===== src/rtl/sdram_arbiter_pkg.sv =====
// sdram_arbiter_pkg
// Shared SDRAM command encodings, burst length and the arbiter state
// encoding. The state encoding is public so benches and checkers can
// compare against the arbiter's o_State debug output.
package sdram_arbiter_pkg;

  // Controller command encodings
  localparam logic [1:0] CMD_IDLE  = 2'd0;
  localparam logic [1:0] CMD_READ  = 2'd1;
  localparam logic [1:0] CMD_WRITE = 2'd2;

  // Beats per controller burst
  localparam int READ_BURST_LENGTH = 8;

  // Arbiter ownership states
  typedef enum logic [1:0] {
    S_B     = 2'd0,  // B owns the controller port
    S_REQ   = 2'd1,  // B owns, asked to yield
    S_A     = 2'd2,  // A owns
    S_B_MIN = 2'd3   // B owns, guaranteed window after A hit its burst cap
  } arb_state_t;

endpackage


===== src/rtl/sdram_arbiter.sv =====
// sdram_arbiter
// Shares the SDRAM controller command port between client A (LCD scan-out,
// high priority, level request/grant) and client B (fractal engine, default
// owner, Requested/Yield handshake). Command, address and write data are
// muxed toward the controller; beat strobes are steered back to the owner.
// A cap on A bursts per tenure forces a handback so B always progresses.
//
// Handshakes:
//   A: i_A_Req is a level request. o_A_Grant high means A's command,
//      address and write data drive the controller this cycle. A keeps
//      ownership while i_A_Command != CMD_IDLE.
//   B: o_B_SDRAM_Requested asks B to stop; i_B_SDRAM_Yield high means B is
//      idle and stays idle for as long as Requested remains high.
//
// Ports:
//   i_Clk, i_Rst_n              clock, async active-low reset
//   i_A_*, o_A_*                client A request/grant, command bus, strobes
//   i_B_*, o_B_*                client B handshake, command bus, strobes
//   o_Command/o_Data_*          muxed bus to the controller
//   i_Data_Read_Valid/Write_Done beat strobes from the controller
//   o_Yield_Timeout             sticky flag: B took too long to yield
//   o_State                     debug view of the ownership state
module sdram_arbiter
  import sdram_arbiter_pkg::*;
#(
  parameter int A_MAX_BURSTS  = 4,
  parameter int B_MIN_CYCLES  = 64,
  parameter int YIELD_TIMEOUT = 1024
) (
  input  logic        i_Clk,
  input  logic        i_Rst_n,
  input  logic        i_A_Req,
  output logic        o_A_Grant,
  input  logic [1:0]  i_A_Command,
  input  logic [21:0] i_A_Data_Address,
  input  logic [31:0] i_A_Data_Write,
  output logic        o_A_Data_Read_Valid,
  output logic        o_A_Data_Write_Done,
  output logic        o_B_SDRAM_Requested,
  input  logic        i_B_SDRAM_Yield,
  input  logic [1:0]  i_B_Command,
  input  logic [21:0] i_B_Data_Address,
  input  logic [31:0] i_B_Data_Write,
  output logic        o_B_Data_Read_Valid,
  output logic        o_B_Data_Write_Done,
  output logic [1:0]  o_Command,
  output logic [21:0] o_Data_Address,
  output logic [31:0] o_Data_Write,
  input  logic        i_Data_Read_Valid,
  input  logic        i_Data_Write_Done,
  output logic        o_Yield_Timeout,
  output logic [1:0]  o_State
);

  localparam int BEAT_W  = (READ_BURST_LENGTH > 1) ? $clog2(READ_BURST_LENGTH) : 1;
  localparam int BURST_W = $clog2(A_MAX_BURSTS + 1);
  localparam int BMIN_W  = (B_MIN_CYCLES > 1) ? $clog2(B_MIN_CYCLES) : 1;
  localparam int YT_W    = $clog2(YIELD_TIMEOUT + 1);

  localparam logic [BEAT_W-1:0]  BEAT_LAST = BEAT_W'(READ_BURST_LENGTH - 1);
  localparam logic [BURST_W-1:0] BURST_CAP = BURST_W'(A_MAX_BURSTS);
  localparam logic [BMIN_W-1:0]  BMIN_LOAD = BMIN_W'(B_MIN_CYCLES - 1);
  localparam logic [YT_W-1:0]    YT_LAST   = YT_W'(YIELD_TIMEOUT - 1);
  localparam logic [YT_W-1:0]    YT_FULL   = YT_W'(YIELD_TIMEOUT);

  arb_state_t state, next_state;

  logic [BEAT_W-1:0]  beat_cnt;
  logic [BURST_W-1:0] burst_cnt;
  logic [BMIN_W-1:0]  bmin_cnt;
  logic [YT_W-1:0]    yield_cnt;
  logic               timeout_flag;

  logic beat;
  logic a_idle;
  logic a_sel;

  assign beat   = i_Data_Read_Valid | i_Data_Write_Done;
  assign a_idle = (i_A_Command == CMD_IDLE);

  // State register
  always_ff @(posedge i_Clk or negedge i_Rst_n) begin
    if (!i_Rst_n) begin
      state <= S_B;
    end else begin
      state <= next_state;
    end
  end

  // Next-state logic. A never loses the port mid-command; a dropped request
  // wins over the burst cap so a voluntary release skips the B window.
  always_comb begin
    next_state = state;
    case (state)
      S_B: begin
        if (i_A_Req) next_state = S_REQ;
      end
      S_REQ: begin
        if (!i_A_Req)             next_state = S_B;
        else if (i_B_SDRAM_Yield) next_state = S_A;
      end
      S_A: begin
        if (a_idle) begin
          if (!i_A_Req)                    next_state = S_B;
          else if (burst_cnt == BURST_CAP) next_state = S_B_MIN;
        end
      end
      S_B_MIN: begin
        if (bmin_cnt == '0) next_state = S_B;
      end
      default: next_state = S_B;
    endcase
  end

  // Output logic: everything below is decoded from the registered state,
  // so ownership can only change at a clock edge (or asynchronously on reset).
  always_comb begin
    a_sel               = (state == S_A);
    o_A_Grant           = a_sel;
    o_B_SDRAM_Requested = (state == S_REQ) || (state == S_A);
    o_A_Data_Read_Valid = a_sel  & i_Data_Read_Valid;
    o_A_Data_Write_Done = a_sel  & i_Data_Write_Done;
    o_B_Data_Read_Valid = !a_sel & i_Data_Read_Valid;
    o_B_Data_Write_Done = !a_sel & i_Data_Write_Done;
    o_Command           = a_sel ? i_A_Command      : i_B_Command;
    o_Data_Address      = a_sel ? i_A_Data_Address : i_B_Data_Address;
    o_Data_Write        = a_sel ? i_A_Data_Write   : i_B_Data_Write;
  end

  // A beat/burst counters; held clear outside S_A so each tenure starts at 0.
  always_ff @(posedge i_Clk or negedge i_Rst_n) begin
    if (!i_Rst_n) begin
      beat_cnt  <= '0;
      burst_cnt <= '0;
    end else if (state != S_A) begin
      beat_cnt  <= '0;
      burst_cnt <= '0;
    end else if (beat) begin
      if (beat_cnt == BEAT_LAST) begin
        beat_cnt <= '0;
        if (burst_cnt != BURST_CAP) burst_cnt <= burst_cnt + 1'b1;
      end else begin
        beat_cnt <= beat_cnt + 1'b1;
      end
    end
  end

  // B guaranteed window: loaded on entry, leaves S_B_MIN after reaching 0,
  // so B gets exactly B_MIN_CYCLES cycles.
  always_ff @(posedge i_Clk or negedge i_Rst_n) begin
    if (!i_Rst_n) begin
      bmin_cnt <= '0;
    end else if (state != S_B_MIN && next_state == S_B_MIN) begin
      bmin_cnt <= BMIN_LOAD;
    end else if (state == S_B_MIN && bmin_cnt != '0) begin
      bmin_cnt <= bmin_cnt - 1'b1;
    end
  end

  // Yield timeout: counts cycles spent in S_REQ; the flag sets at the edge
  // that completes the YIELD_TIMEOUT-th cycle and is sticky until reset.
  always_ff @(posedge i_Clk or negedge i_Rst_n) begin
    if (!i_Rst_n) begin
      yield_cnt    <= '0;
      timeout_flag <= 1'b0;
    end else begin
      if (state == S_REQ && next_state == S_REQ) begin
        if (yield_cnt != YT_FULL) yield_cnt <= yield_cnt + 1'b1;
      end else begin
        yield_cnt <= '0;
      end
      if (state == S_REQ && yield_cnt == YT_LAST) timeout_flag <= 1'b1;
    end
  end

  assign o_Yield_Timeout = timeout_flag;
  assign o_State         = state;

endmodule


===== config.mk =====
export PLATFORM = sky130hd
export DESIGN_NAME = sdram_arbiter
export DESIGN_NICKNAME = d
export VERILOG_FILES = /design/src/rtl/sdram_arbiter_pkg.sv /design/src/rtl/sdram_arbiter.sv
export SDC_FILE = /design/constraint.sdc
export NUM_CORES = 1
export LEC_CHECK = 0
export BUFFER_PORTS_ARGS = -buffer_cell sky130_fd_sc_hd__buf_4
export CORE_MARGIN = 2
export CORE_UTILIZATION = 42
export DETAILED_ROUTE_END_ITERATION = 8
export PLACE_DENSITY = 0.85
export SLEW_MARGIN = 20
export SYNTH_ARGS = -nofsm -noshare
export SYNTH_HDL_FRONTEND = slang
export SYNTH_SLANG_ARGS = --single-unit

===== constraint.sdc =====
create_clock -name i_Clk -period 3.7 [get_ports i_Clk]
set_clock_uncertainty 0.05 [all_clocks]
set_input_delay 0.37 -clock i_Clk [delete_from_list [all_inputs] [get_ports i_Clk]]
set_output_delay 0.37 -clock i_Clk [all_outputs]
set_load 0.02 [all_outputs]

==> results of run 1 <==
[sequential cells by signal (all words and copies together) (netlist names)]
| signal | cells |
|---|---|
| yield_cnt | 11 |
| o_Yield_Timeout | 1 |
| beat_cnt | 3 |
| burst_cnt | 3 |
| o_State | 2 |
| bmin_cnt | 6 |
[power breakdown]
group          leakage (nW)  switching, mW  internal, mW
clock network        0.0288         0.0912        0.0953
logic                  1.37          0.331         0.323
registers             0.333         0.0277         0.309
[synth_stat cells, drive strengths merged]
cell     count  area [um2]
nand2       18       67.56
ha          11       137.6
or3b         1       11.26
dfrtp       26       650.6
o31ai        1       12.51
mux2        58       653.1
and3b        1       8.760
nor2        22       107.6
buf          9       46.29
a32o         1       10.01
nor4b        1       8.760
o21ai        4       20.01
inv         11       41.29
o31a         2       26.28
mux2i        1       10.01
a2111oi      1       27.53
xnor2        8       70.07
nand2b       1       6.260
and2         2       12.51
a21oi        4       20.02
or4b         1       10.01
a311oi       1       8.760
o211ai       4       45.05
xor2         6       52.55
nor4         3       25.02
and3         2       12.51
nand4b       1       8.760
nor2b        2       12.51
nand4        2       12.51
a2bb2oi      1       15.01
a31o         1       8.760
nor3         3       15.01
nand3        4       20.02
[routing by layer]
layer  vias to the layer above  part of all wire (%)  global-route usage (%)
li1                       1113                     -                       -
met1                      1102                    41                   35.54
met2                        78                    51                   47.70
met3                        15                   6.7                   4.858
met4                         0                   2.2                   8.364
met5                         -                     0                       0
[worst paths after layout]
check	startpoint	end	slack, ns	cells after the start
worst max-delay path	o_State[0]	o_Data_Write[10]	0.78	5
worst min-delay path	i_A_Command[1]	o_State[0]	0.39	3
worst max register to register	o_State[0]	bmin_cnt[1]	1.04	7
worst min register to register	o_Yield_Timeout	o_Yield_Timeout	0.44	1
max in group asynchronous	i_Rst_n	bmin_cnt[4]	2.87	2
min in group asynchronous	i_Rst_n	beat_cnt[2]	0.47	2
[per-stage QoR]
stage               cell area, um2  cells
floorplan                     2195    214
global placement              3612    458
detailed placement            3612    458
CTS                           3677    463
global route                  3677    463
finish                        3677    463
[area by class of cell]
cell class	count	area [um2]
well taps	70	87.58
inverters	11	41.29
flip-flops and latches	26	650.6
multi-input cells	168	1459
repair buffers	184	1384
fillers	416	1398
clock buffers	4	55.05
[kinds of logic after synthesis]
logic type / Yosys count
mux: 59
compound gates: 20
buf+inv: 20
fa+ha+maj: 11
xor+xnor: 14
flops: 26
simple gates: 64
[repair_timing]
action | in CTS | in global routing
hold buffers | 1 | 0
endpoints found under the hold margin | 26 | 0
setup endpoints to repair | 0 | 0
[worst min-delay path, delay by kind of cell]
family / cells / cell delay, ns
compound gates: 1 / 0.14
buf+inv: 1 / 0.10
simple gates: 1 / 0.06
==> flow_results.org, run 1 <==
** Critical path
- Along the worst path, the maximum fanout reaches 39.
- Critical path start-end classification :: reg -> out
- For the worst setup path, the data required time is 3.28 ns.
- Critical-path cell list :: inv_1 -> ha_2 -> buf_4 -> mux2_2 -> buf_4
- The critical path contains buffers and inverters numbering 3 combined.
- The cell that appears most often on the critical path is sky130_fd_sc_hd__buf_4.
- Slowest CP cell :: sky130_fd_sc_hd__ha_2
- Top delay family on crit path :: buffers and inverters
- Largest stage delay on the critical path :: 0.54 ns
- Critical Path Start Type :: register
- Worst EP arrival :: 2.50 ns
- Endpoint kind of the worst setup timing path :: primary output

** Placement
- The congestion estimate from routability-driven global placement came to 0.9153.
- HPWL after DPL :: 6.806 mm
- Worst Setup Slack post-DPL :: 1.067 ns
- Port bufs :: 182

** Clocking
- TritonCTS built the clock tree.
- Number of setup buffers added after CTS :: 0
- CTS Sinks :: 26
- The longest clock path from root to sink contains 2 buffers.
- The number of gates resized after CTS was 0.
- Root Driver :: sky130_fd_sc_hd__clkbuf_8
- Clock-pin slew on the worst setup and hold paths :: 0.09 ns
- Clock latency reported for the late side of the worst-skew pair :: 0.28 ns
- The number of clock buffers added by TritonCTS is 3.
- H-Tree Depth :: 1

** Detailed routing
- Number of DRC violations after detailed routing :: 0
- Wires add up to 8.159 mm.
- Total via count after detailed routing :: 2308
- After the first detailed-routing iteration, the DRC count stood at 90.
- After detailed routing, the number of vias per cell comes to 4.985.
- Detailed-router iteration count before antenna repair :: 4
- The detail route stage leaves a number of antenna-violating nets equal to 0.
- Drt wl/cell :: 17.62 um

** Global route
- Initial antenna violation count :: 0
- Vias in the first global route :: 2338
- Largest net degree at the start of global routing :: 40
- Summed over all layers, the global routing overflow is 0.
- The first global-routing pass estimated 12.72 mm of wire.
- Global Route Usage Sum :: 27.74%

** Yosys
- Synthesized area per cell :: 10.26 um2
- Adder-cell area share of the yosys netlist :: 6.271%
- Area fraction in compound gates after synthesis :: 8.837%
- Number of instances in the synthesized netlist :: 214
- Fraction of the mapped netlist area in simple logic gates :: 15.45%
- Parity-gate share of the synthesized area counting xor and xnor cells :: 5.587%
- Syn Std Cell Area :: 2195 um2
- After synthesis, flip-flops and latches occupy 29.65% of the total area.
- Post-synthesis net count :: 343
- The synthesized netlist contains 41 unique library cells.
- Synthesis Warnings :: 0
- After synthesis, the largest family of logic cells by area is multiplexers.
- Of the post-synthesis cell area, the part taken by muxes is 30.22%.
- Count of state elements after synthesis :: 26

** STA
- Slew at the pin closest to its max-slew limit :: 0.6941 ns
- The worst path needs 2.923 ns of the cycle, external delays included.
- Hold timing on the final database bottoms out at a slack of 0.3884 ns.
- Based on the critical path, the design can be clocked at up to 342.2 MHz.
- Final Cycle Share :: 78.99%
- Unrepaired setup endpoints after global routing :: false
- Tightest slew margin relative to the limit :: 53.59%
- Final count of hold timing violations :: 0
- Total Neg Setup Slack :: 0 ns
- Post-route setup slack :: 0.7775 ns
- Setup violations remaining at the end of the flow were counted as 0.
- Max Slew Vio Count :: 0

** Worst hold path
- The min-delay analysis places its worst path in the category in -> reg.

** Power
- In this run the static leakage power is 1.730 nW.
- Maximum resistive drop on vdd :: 0.2513 mV
- Overall power consumption after layout is estimated at 1.178 mW.
- Power spread over the standard cell area amounts to 320.2 nW/um2.

** Flow run
- Maxcap violations :: 0

** Layout
- Commonest non-fill, non-tap cells in the layout :: sky130_fd_sc_hd__buf_4, sky130_fd_sc_hd__mux2_2, sky130_fd_sc_hd__dfrtp_1
- Relative to the synthesized area, the layout overhead comes to 67.56%.
- Final net count :: 523
- Antenna diode instance count :: 0
- Of the cells placed in the final design, the portion with a size suffix greater than 1 is 67.68%.
- Most common cell after layout, fill and taps aside :: sky130_fd_sc_hd__buf_4
- For this run, the share of the core covered by cells in the final layout is 72.46%.

** Die
- FP Rows :: 26
- Total die area :: 5819 um2
- From bottom edge to top edge, the die measures 76.29 um.
- The core region is 5075 um2.
- For this configuration, the core starts out at a cell density of 43.24%.
- Die outline width :: 76.29 um
- 183 I/O pins were placed.

** Run status
- The flow ran to the end, and the final reports show no timing, DRC or antenna violations.
Note: power is estimated with default switching activity, not from simulation.
==> run 2: changes to the inputs <==
--- a/config.mk
+++ b/config.mk
@@ -7,9 +7,9 @@
 export LEC_CHECK = 0
 export BUFFER_PORTS_ARGS = -buffer_cell sky130_fd_sc_hd__buf_4
 export CORE_MARGIN = 2
-export CORE_UTILIZATION = 42
+export CORE_UTILIZATION = 39
 export DETAILED_ROUTE_END_ITERATION = 8
-export PLACE_DENSITY = 0.85
+export PLACE_DENSITY = 0.8
 export SLEW_MARGIN = 20
 export SYNTH_ARGS = -nofsm -noshare
 export SYNTH_HDL_FRONTEND = slang
==> constraint.sdc (replaced) <==
create_clock -name i_Clk -period 2.7 [get_ports i_Clk]
set_clock_uncertainty 0.05 [all_clocks]
set_input_delay 0.27 -clock i_Clk [delete_from_list [all_inputs] [get_ports i_Clk]]
set_output_delay 0.27 -clock i_Clk [all_outputs]
set_load 0.02 [all_outputs]
==> run 2 against run 1 <==
Net effect: sequential share of layout area about the same; worst setup slack worse by 0.45 ns; sequential power up 36%; utilization down 5.1 points; global-route usage down 4.4 points; non-clock buffer count up 1; die area up 7.3%; register-to-register slack worse by 0.72 ns; combinational power up 38%.
==> flow_results.org, run 2 (synthesis results as in run 1) <==
** STA
- The final critical path takes up 88.05% of the cycle.
- The actual transition at the worst max-transition pin is 0.6848 ns (-0.009310 ns).
- Post-route setup slack :: 0.3226 ns (-0.4549 ns)
- Unrepaired setup endpoints after global routing :: false
- Total Neg Setup Slack :: 0 ns (unchanged)
- The normalized max-slew margin came to 54.21% (+0.62 points).
- Timing would allow up to 420.6 MHz.
- The number of hold-slack violations in the final timing report was 0 (unchanged).
- Final min period :: 2.377 ns
- Max Slew Vio Count :: 0 (unchanged)
- Finish-stage setup viols :: 0 (unchanged)

** Clocking
- H-Tree Depth :: 1 (unchanged)
- The post-CTS resize count was 0 (unchanged).
- Number of CTS-inserted buffers :: 3 (unchanged)
- # hold bufs at CTS :: 1 (unchanged)
- CTS Sinks :: 26 (unchanged)
- Clock latency reported for the late side of the worst-skew pair :: 0.26 ns (-0.02 ns)
- The buffers inserted during post-CTS setup optimization is 0 (unchanged).
- The CTS clock-pin slew for the worst setup and hold paths came to 0.08 ns (about the same).
- Clock tree from TritonCTS :: done
- The maximum buffer depth of the clock tree is 2 (unchanged).
- Root Driver :: sky130_fd_sc_hd__clkbuf_8

** Global route
- The number of global-route vias before repair is 2237 (-4.3%).
- Total global routing overflow :: 0 (unchanged)
- The all-layer global routing usage was 23.30% (-4.4 points).
- Initial antenna violation count :: 0 (unchanged)
- The maximum number of pins on one net before global-route repair is 34 (-15%).
- Global-route wire length before repair :: 11.45 mm (-10%)

** Detailed routing
- The via count of the routed design was 2266 (-1.8%).
- Via/cell ratio :: 4.863 (-2.5%)
- Count of antenna-violating nets left after detailed routing :: 0 (unchanged)
- The number of design rule violations left after detail routing was 0 (unchanged).
- The highest metal layer carrying signal wires in the routed design is met4.
- Final wirelength :: 7.690 mm (-5.7%)
- Routed metal-1 wirelength :: 3.203 mm (-3.1%)
- The starting DRC count in detailed routing was 82 (-8.9%).
- Met3 routed wirelength :: 600 um (+9.1%)
- Drt wl/cell :: 16.50 um (-6.4%)
- Detailed-router iteration count before antenna repair :: 4 (unchanged)
- Routed met2 length :: 3.740 mm (-9.3%)

** Critical path
- The biggest cell delay along the critical path came to 0.41 ns (-0.13 ns).
- Number of buffer and inverter stages on the critical path :: 1 (-2)
- CP Max Fanout :: 11 (-72%)
- Critical path start-end classification :: reg -> reg
- Endpoint kind of the worst setup timing path :: register
- Critical Path Start Type :: register
- The worst path required time came to 2.85 ns (-0.43 ns).
- The kind of cell with the highest combined delay along the critical path is compound AO/OA/AOI/OAI gates.
- Worst EP arrival :: 2.52 ns (+0.02 ns)
- Slowest CP cell :: sky130_fd_sc_hd__dfrtp_1
- The signal on the critical path passes through inv_1 -> ha_1 -> or3b_4 -> o31a_4 -> a2111oi_4 -> o211ai_2 -> nor2_1.

** Power
- The ratio of total power to cell area was 435.1 nW/um2 (+36%).
- Internal power component :: 0.9992 mW (+37%)
- The power share of the combinational group came to 56.2% (+0.6 points).
- The switching share of total power is 37.72% (-0.51 points).
- Leakage :: 1.735 nW (+0.31%)
- The maximum ir drop on the vdd rail was 0.3670 mV (+46%).
- The proportion of power drawn by flip-flops and latches came to 28.5% (about the same).
- The overall power after layout is 1.604 mW (+36%).
- Net switching component of the power :: 0.6051 mW (+34%)
- The part of the power in the clock network is 15.3% (-0.5 points).

** Layout
- Commonest non-fill, non-tap cells in the layout :: sky130_fd_sc_hd__buf_4, sky130_fd_sc_hd__mux2_2, sky130_fd_sc_hd__dfrtp_1
- Antenna diode instance count :: 0 (unchanged)
- From synthesis to final layout, the design area changed by 68.02%.
- The flip-flop count of the largest register after layout came to 11 (unchanged).
- Most common cell after layout, fill and taps aside :: sky130_fd_sc_hd__buf_4
- The ratio of cells with drive above 1 in the final layout came to 67.77% (+0.082 points).
- Top reg by flops :: yield_cnt
- Final net count :: 524 (+0.19%)
- Top Registers :: yield_cnt x11, bmin_cnt x6

** Placement
- Port bufs :: 182 (unchanged)
- The setup slack at placement came to 0.3233 ns (-0.7434 ns).
- Final Wtd Congestion :: 0.8011 (-12%)
- The HPWL after detailed placement is 6.478 mm (-4.8%).

** Run status
- The flow ran to the end, and the final reports show no timing, DRC or antenna violations.

** Die
- Initial Utilization :: 40.10% (-3.1 points)
- The die boundary width was 79.02 um (+3.6%).
- The boundary pin count is 183 (unchanged).
- The total core area is 5473 um2 (+7.8%).
- DIE HEIGHT :: 79.02 um (+3.6%)
- Total die area :: 6243 um2 (+7.3%)
- FP Rows :: 27 (+3.8%)

** Flow run
- Maxcap violations :: 0 (unchanged)

** Worst hold path
- Worst hold-check path type :: in -> reg
run 2: cell count changes in the layout (fill, tap and decap cells not counted):
cell / delta
sky130_fd_sc_hd__buf_4: +1
run 2: path summary, 6_finish.rpt:
kind,start,endpoint,slack (ns),cells after the start
setup / recovery,bmin_cnt[0],yield_cnt[7],0.32,7
hold / removal,i_A_Command[1],o_State[0],0.29,3
setup reg to reg,bmin_cnt[0],yield_cnt[7],0.32,7
hold reg to reg,o_Yield_Timeout,o_Yield_Timeout,0.44,1
max in group asynchronous,i_Rst_n,yield_cnt[10],1.97,2
min in group asynchronous,i_Rst_n,beat_cnt[1],0.38,2
run 2: worst reg2reg max path: stages (launching register included):
cell and delay (ns):
sky130_fd_sc_hd__dfrtp_1 0.41, sky130_fd_sc_hd__inv_1 0.09, sky130_fd_sc_hd__ha_1 0.18, sky130_fd_sc_hd__or3b_4 0.40, sky130_fd_sc_hd__o31a_4 0.31, sky130_fd_sc_hd__a2111oi_4 0.33, sky130_fd_sc_hd__o211ai_2 0.35, sky130_fd_sc_hd__nor2_1 0.19
run 2: power groups by stage:
stage	Sequential (mW)	Clock, mW	Combinational, mW
detailed placement	0.466	0	0.902
global route	0.466	0.270	0.964
floorplan	0.471	0	0.529
global placement	0.463	0	0.881
CTS	0.458	0.250	0.905
finish	0.458	0.245	0.901
run 2: cell type report:
| class | instances | area, um2 |
|---|---|---|
| timing repair buffer | 185 | 1391 |
| inverter | 11 | 41.29 |
| clock buffer | 4 | 55.05 |
| sequential | 26 | 650.6 |
| multi-input combinational | 168 | 1459 |
| tap | 72 | 90.09 |
| fill | 458 | 1785 |
run 2: through the flow:
stage | hold WS [ns] | instance area [um2] | utilization, % | std cells
3_3_place_gp | 0.1382 | 3622 | 66.19 | 461
6_report | 0.2933 | 3687 | 67.38 | 466
5_1_grt | 0.2938 | 3687 | 67.38 | 466
2_1_floorplan | -0.07559 | 2195 | - | 214
3_5_place_dp | 0.1439 | 3622 | 66.19 | 461
4_1_cts | 0.2865 | 3687 | 67.38 | 466
run 2: routing by layer:
metal / GRT usage (%) / vias up
li1: - / 1112
met1: 30.84 / 1061
met2: 38.64 / 79
met3: 5.000 / 14
met4: 6.034 / 0
met5: 0 / -
==> run 3: changes to the inputs <==
--- a/config.mk
+++ b/config.mk
@@ -7,9 +7,10 @@
 export LEC_CHECK = 0
 export BUFFER_PORTS_ARGS = -buffer_cell sky130_fd_sc_hd__buf_4
 export CORE_MARGIN = 2
-export CORE_UTILIZATION = 39
+export CORE_UTILIZATION = 40
+export CTS_BUF_LIST = sky130_fd_sc_hd__clkbuf_4 sky130_fd_sc_hd__clkbuf_8
 export DETAILED_ROUTE_END_ITERATION = 8
-export PLACE_DENSITY = 0.8
+export PLACE_DENSITY = 0.82
 export SLEW_MARGIN = 20
 export SYNTH_ARGS = -nofsm -noshare
 export SYNTH_HDL_FRONTEND = slang
==> run 3 against run 2 <==
Net effect: via count grew 0.57%; critical path type unchanged; power grew 0.68%; highest routed layer unchanged; largest power group unchanged; worst setup slack lost 0.11 ns; worst hold slack is essentially flat; wire length grew 5.8%; largest cell class unchanged; critical path depth is the same; critical endpoint is now yield_cnt[5]; clock power is essentially flat.
==> flow_results.org, run 3 (synthesis results as in run 1) <==
** Global route
- Total global routing overflow :: 0 (unchanged)
- Largest net degree at the start of global routing :: 34 (unchanged)
- Global Route Usage Sum :: 25.95% (+2.7 points)
- Initial antenna violation count :: 0 (unchanged)
- The wire length of the first global-routing pass is 12.23 mm (+6.8%).
- Vias in the first global route :: 2236 (-0.045%)

** Die
- Placeable core region :: 5205 um2 (-4.9%)
- The die boundary width came to 78.07 um (-1.2%).
- I/O Pins :: 183 (unchanged)
- Initial Utilization :: 42.16% (+2.1 points)
- FP Rows :: 26 (-3.7%)
- The full die area came to 6095 um2 (-2.4%).
- The y dimension of the die is 78.07 um (-1.2%).

** Layout
- The number of nets in the finished design is 524 (unchanged).
- The ratio of cells with drive above 1 in the final layout is 67.77% (unchanged).
- Final core utilization :: 70.79% (+3.4 points)
- The area of combinational cells with multiple inputs was 1459 um2 (unchanged).
- Count of fill cells added during filler insertion :: 425 (-7.2%)
- Top reg by flops :: yield_cnt
- Number of flip-flops under the largest register name :: 11 (unchanged)
- The combined flip-flop and latch cell area was 650.6 um2 (unchanged).
- The largest registers in the layout are yield_cnt x11, bmin_cnt x6.
- The antenna diode count was 0 (unchanged).
- The area added between synthesis and finish is 67.90% (about the same).
- In the layout the commonest cells are sky130_fd_sc_hd__buf_4, sky130_fd_sc_hd__mux2_2, sky130_fd_sc_hd__dfrtp_1.
- Leaving out fill and tap cells, the most frequent cell in the layout is sky130_fd_sc_hd__buf_4.

** Clocking
- The insertion delay of the later-clocked pin in the worst-skew pair is 0.26 ns (about the same).
- Buffer levels on the longest clock path :: 2 (unchanged)
- The number of levels the H-tree was split into was 1 (unchanged).
- TritonCTS built the clock tree.
- The sink count of the clock tree came to 26 (unchanged).
- The buffers inserted during post-CTS setup optimization came to 0 (unchanged).
- Clock-pin slew on the worst setup and hold paths :: 0.09 ns (about the same)
- Number of CTS-inserted buffers :: 3 (unchanged)
- The post-CTS resize count was 0 (unchanged).
- Root Driver :: sky130_fd_sc_hd__clkbuf_8

** Placement
- Worst Setup Slack post-DPL :: 0.2071 ns (-0.1162 ns)
- The count of input and output buffers came to 182 (unchanged).
- Final Wtd Congestion :: 0.7924 (-1.1%)
- The HPWL after detailed placement is 6.920 mm (+6.8%).

** STA
- The count of endpoints failing setup in the final report is 0 (unchanged).
- Final min period :: 2.489 ns (+0.1111 ns)
- Tightest slew margin relative to the limit :: 51.41% (-2.8 points)
- Achievable frequency :: 401.8 MHz (-4.5%)
- Setup repair after global routing left no endpoint under its margin.
- The portion of the clock cycle consumed by the worst path in the final layout came to 92.17% (+4.1 points).
- The slack of the critical path came to 0.2114 ns (-0.1111 ns).
- The worst hold slack across all endpoints came to 0.2931 ns (-0.0002040 ns).
- Final count of hold timing violations :: 0 (unchanged)
- Total Neg Setup Slack :: 0 ns (unchanged)
- Slew at the pin closest to its max-slew limit :: 0.7267 ns (+0.04195 ns)
- Max Slew Vio Count :: 0 (unchanged)

** Power
- Leakage :: 1.735 nW (unchanged)
- The proportion of power drawn by flip-flops and latches came to 28.5% (about the same).
- Internal power component :: 0.9992 mW (about the same)
- The power share of the combinational group was 56.2% (about the same).
- Net switching component of the power :: 0.6161 mW (+1.8%)
- Switching power as a share of total power :: 38.14% (+0.43 points)
- Power per Cell Area :: 438.4 nW/um2 (+0.75%)
- The part of the power in the clock network came to 15.3% (about the same).
- The maximum ir drop on the vdd rail was 0.3560 mV (-3.0%).
- The overall power after layout was 1.615 mW (+0.68%).

** Detailed routing
- The number of design rule violations left after detail routing was 0 (unchanged).
- The starting DRC count in detailed routing is 63 (-23%).
- Drt wl/cell :: 17.53 um (+6.2%)
- Total via count after detailed routing :: 2279 (+0.57%)
- Final wirelength :: 8.133 mm (+5.8%)
- Via/cell ratio :: 4.912 (+1.0%)
- The final antenna-violating net count was 0 (unchanged).
- Detailed-router iteration count before antenna repair :: 4 (unchanged)

** Critical path
- The biggest cell delay along the critical path came to 0.42 ns (about the same).
- Endpoint kind of the worst setup timing path :: register
- Slowest CP cell :: sky130_fd_sc_hd__dfrtp_1
- The count of buffering cells on the critical path with inverters included is 1 (unchanged).
- The worst path required time is 2.84 ns (about the same).
- Critical path start-end classification :: reg -> reg
- The worst reg-to-reg path cell count is 7 (unchanged).
- Critical Path Start Type :: register
- The largest driver fanout on the critical path was 11 (unchanged).
- Traced cell by cell, the critical path runs through inv_1 -> ha_1 -> or3b_4 -> o31a_4 -> a2111oi_4 -> o211ai_2 -> nor2_2.
- Top delay family on crit path :: compound AO/OA/AOI/OAI gates
- The logic depth of the worst path, buffers included is 7 (unchanged).
- The arrival time at the worst endpoint came to 2.63 ns (+0.11 ns).

** Run status
- Outcome :: finished, final reports clean

** Worst hold path
- The path class of the tightest hold or removal check is in -> reg.
- The number of cells traversed by the worst hold path came to 3 (unchanged).

** Flow run
- Maxcap violations :: 0 (unchanged)
run 3: cell counts in the layout (fill, tap and decap cells not counted):
No cell type changed its count.
run 3: timing repair:
action / in CTS / in global routing
hold buffers: 1 / 0
endpoints found under the setup margin: 0 / 0
hold endpoints to repair: 26 / 0
run 3: final cells by class:
type	instances	share of cell area, %
Multi-Input combinational cell	168	39.59
Timing Repair Buffer	185	37.76
Sequential cell	26	17.66
Tap cell	70	2.377
Clock buffer	4	1.494
Inverter	11	1.121
run 3: power groups by stage:
| stage | Clock [mW] | Sequential, mW | Combinational (mW) |
|---|---|---|---|
| floorplan | 0 | 0.471 | 0.529 |
| global placement | 0 | 0.463 | 0.883 |
| detailed placement | 0 | 0.468 | 0.908 |
| CTS | 0.253 | 0.460 | 0.911 |
| global route | 0.267 | 0.467 | 0.964 |
| finish | 0.247 | 0.460 | 0.908 |
run 3: per-stage QoR:
stage          cells  area (um2)
6_report         464        3685
3_3_place_gp     459        3620
2_1_floorplan    214        2195
5_1_grt          464        3685
3_5_place_dp     459        3620
4_1_cts          464        3685
run 3: worst paths after layout:
check / start / slack, ns / endpoint
min in group asynchronous: i_Rst_n / 0.39 / beat_cnt[0]
hold / removal: i_A_Command[1] / 0.29 / o_State[0]
hold reg to reg: o_Yield_Timeout / 0.46 / o_Yield_Timeout
max in group asynchronous: i_Rst_n / 1.96 / yield_cnt[7]
setup reg to reg: bmin_cnt[0] / 0.21 / yield_cnt[5]
setup / recovery: bmin_cnt[0] / 0.21 / yield_cnt[5]
run 3: per-layer routing:
layer / GRT usage [%] / up-vias / wire, um
met4: 3.158 / 0 / 33
met5: 0 / - / 0
met1: 34.21 / 1088 / 3412
met3: 5.057 / 4 / 576
li1: - / 1114 / -
met2: 45.52 / 73 / 4112
run 3: tightest hold or removal path, stage by stage:
cell,delay (ns)
sky130_fd_sc_hd__buf_4,0.10
sky130_fd_sc_hd__nor4_2,0.05
sky130_fd_sc_hd__a2bb2oi_2,0.14
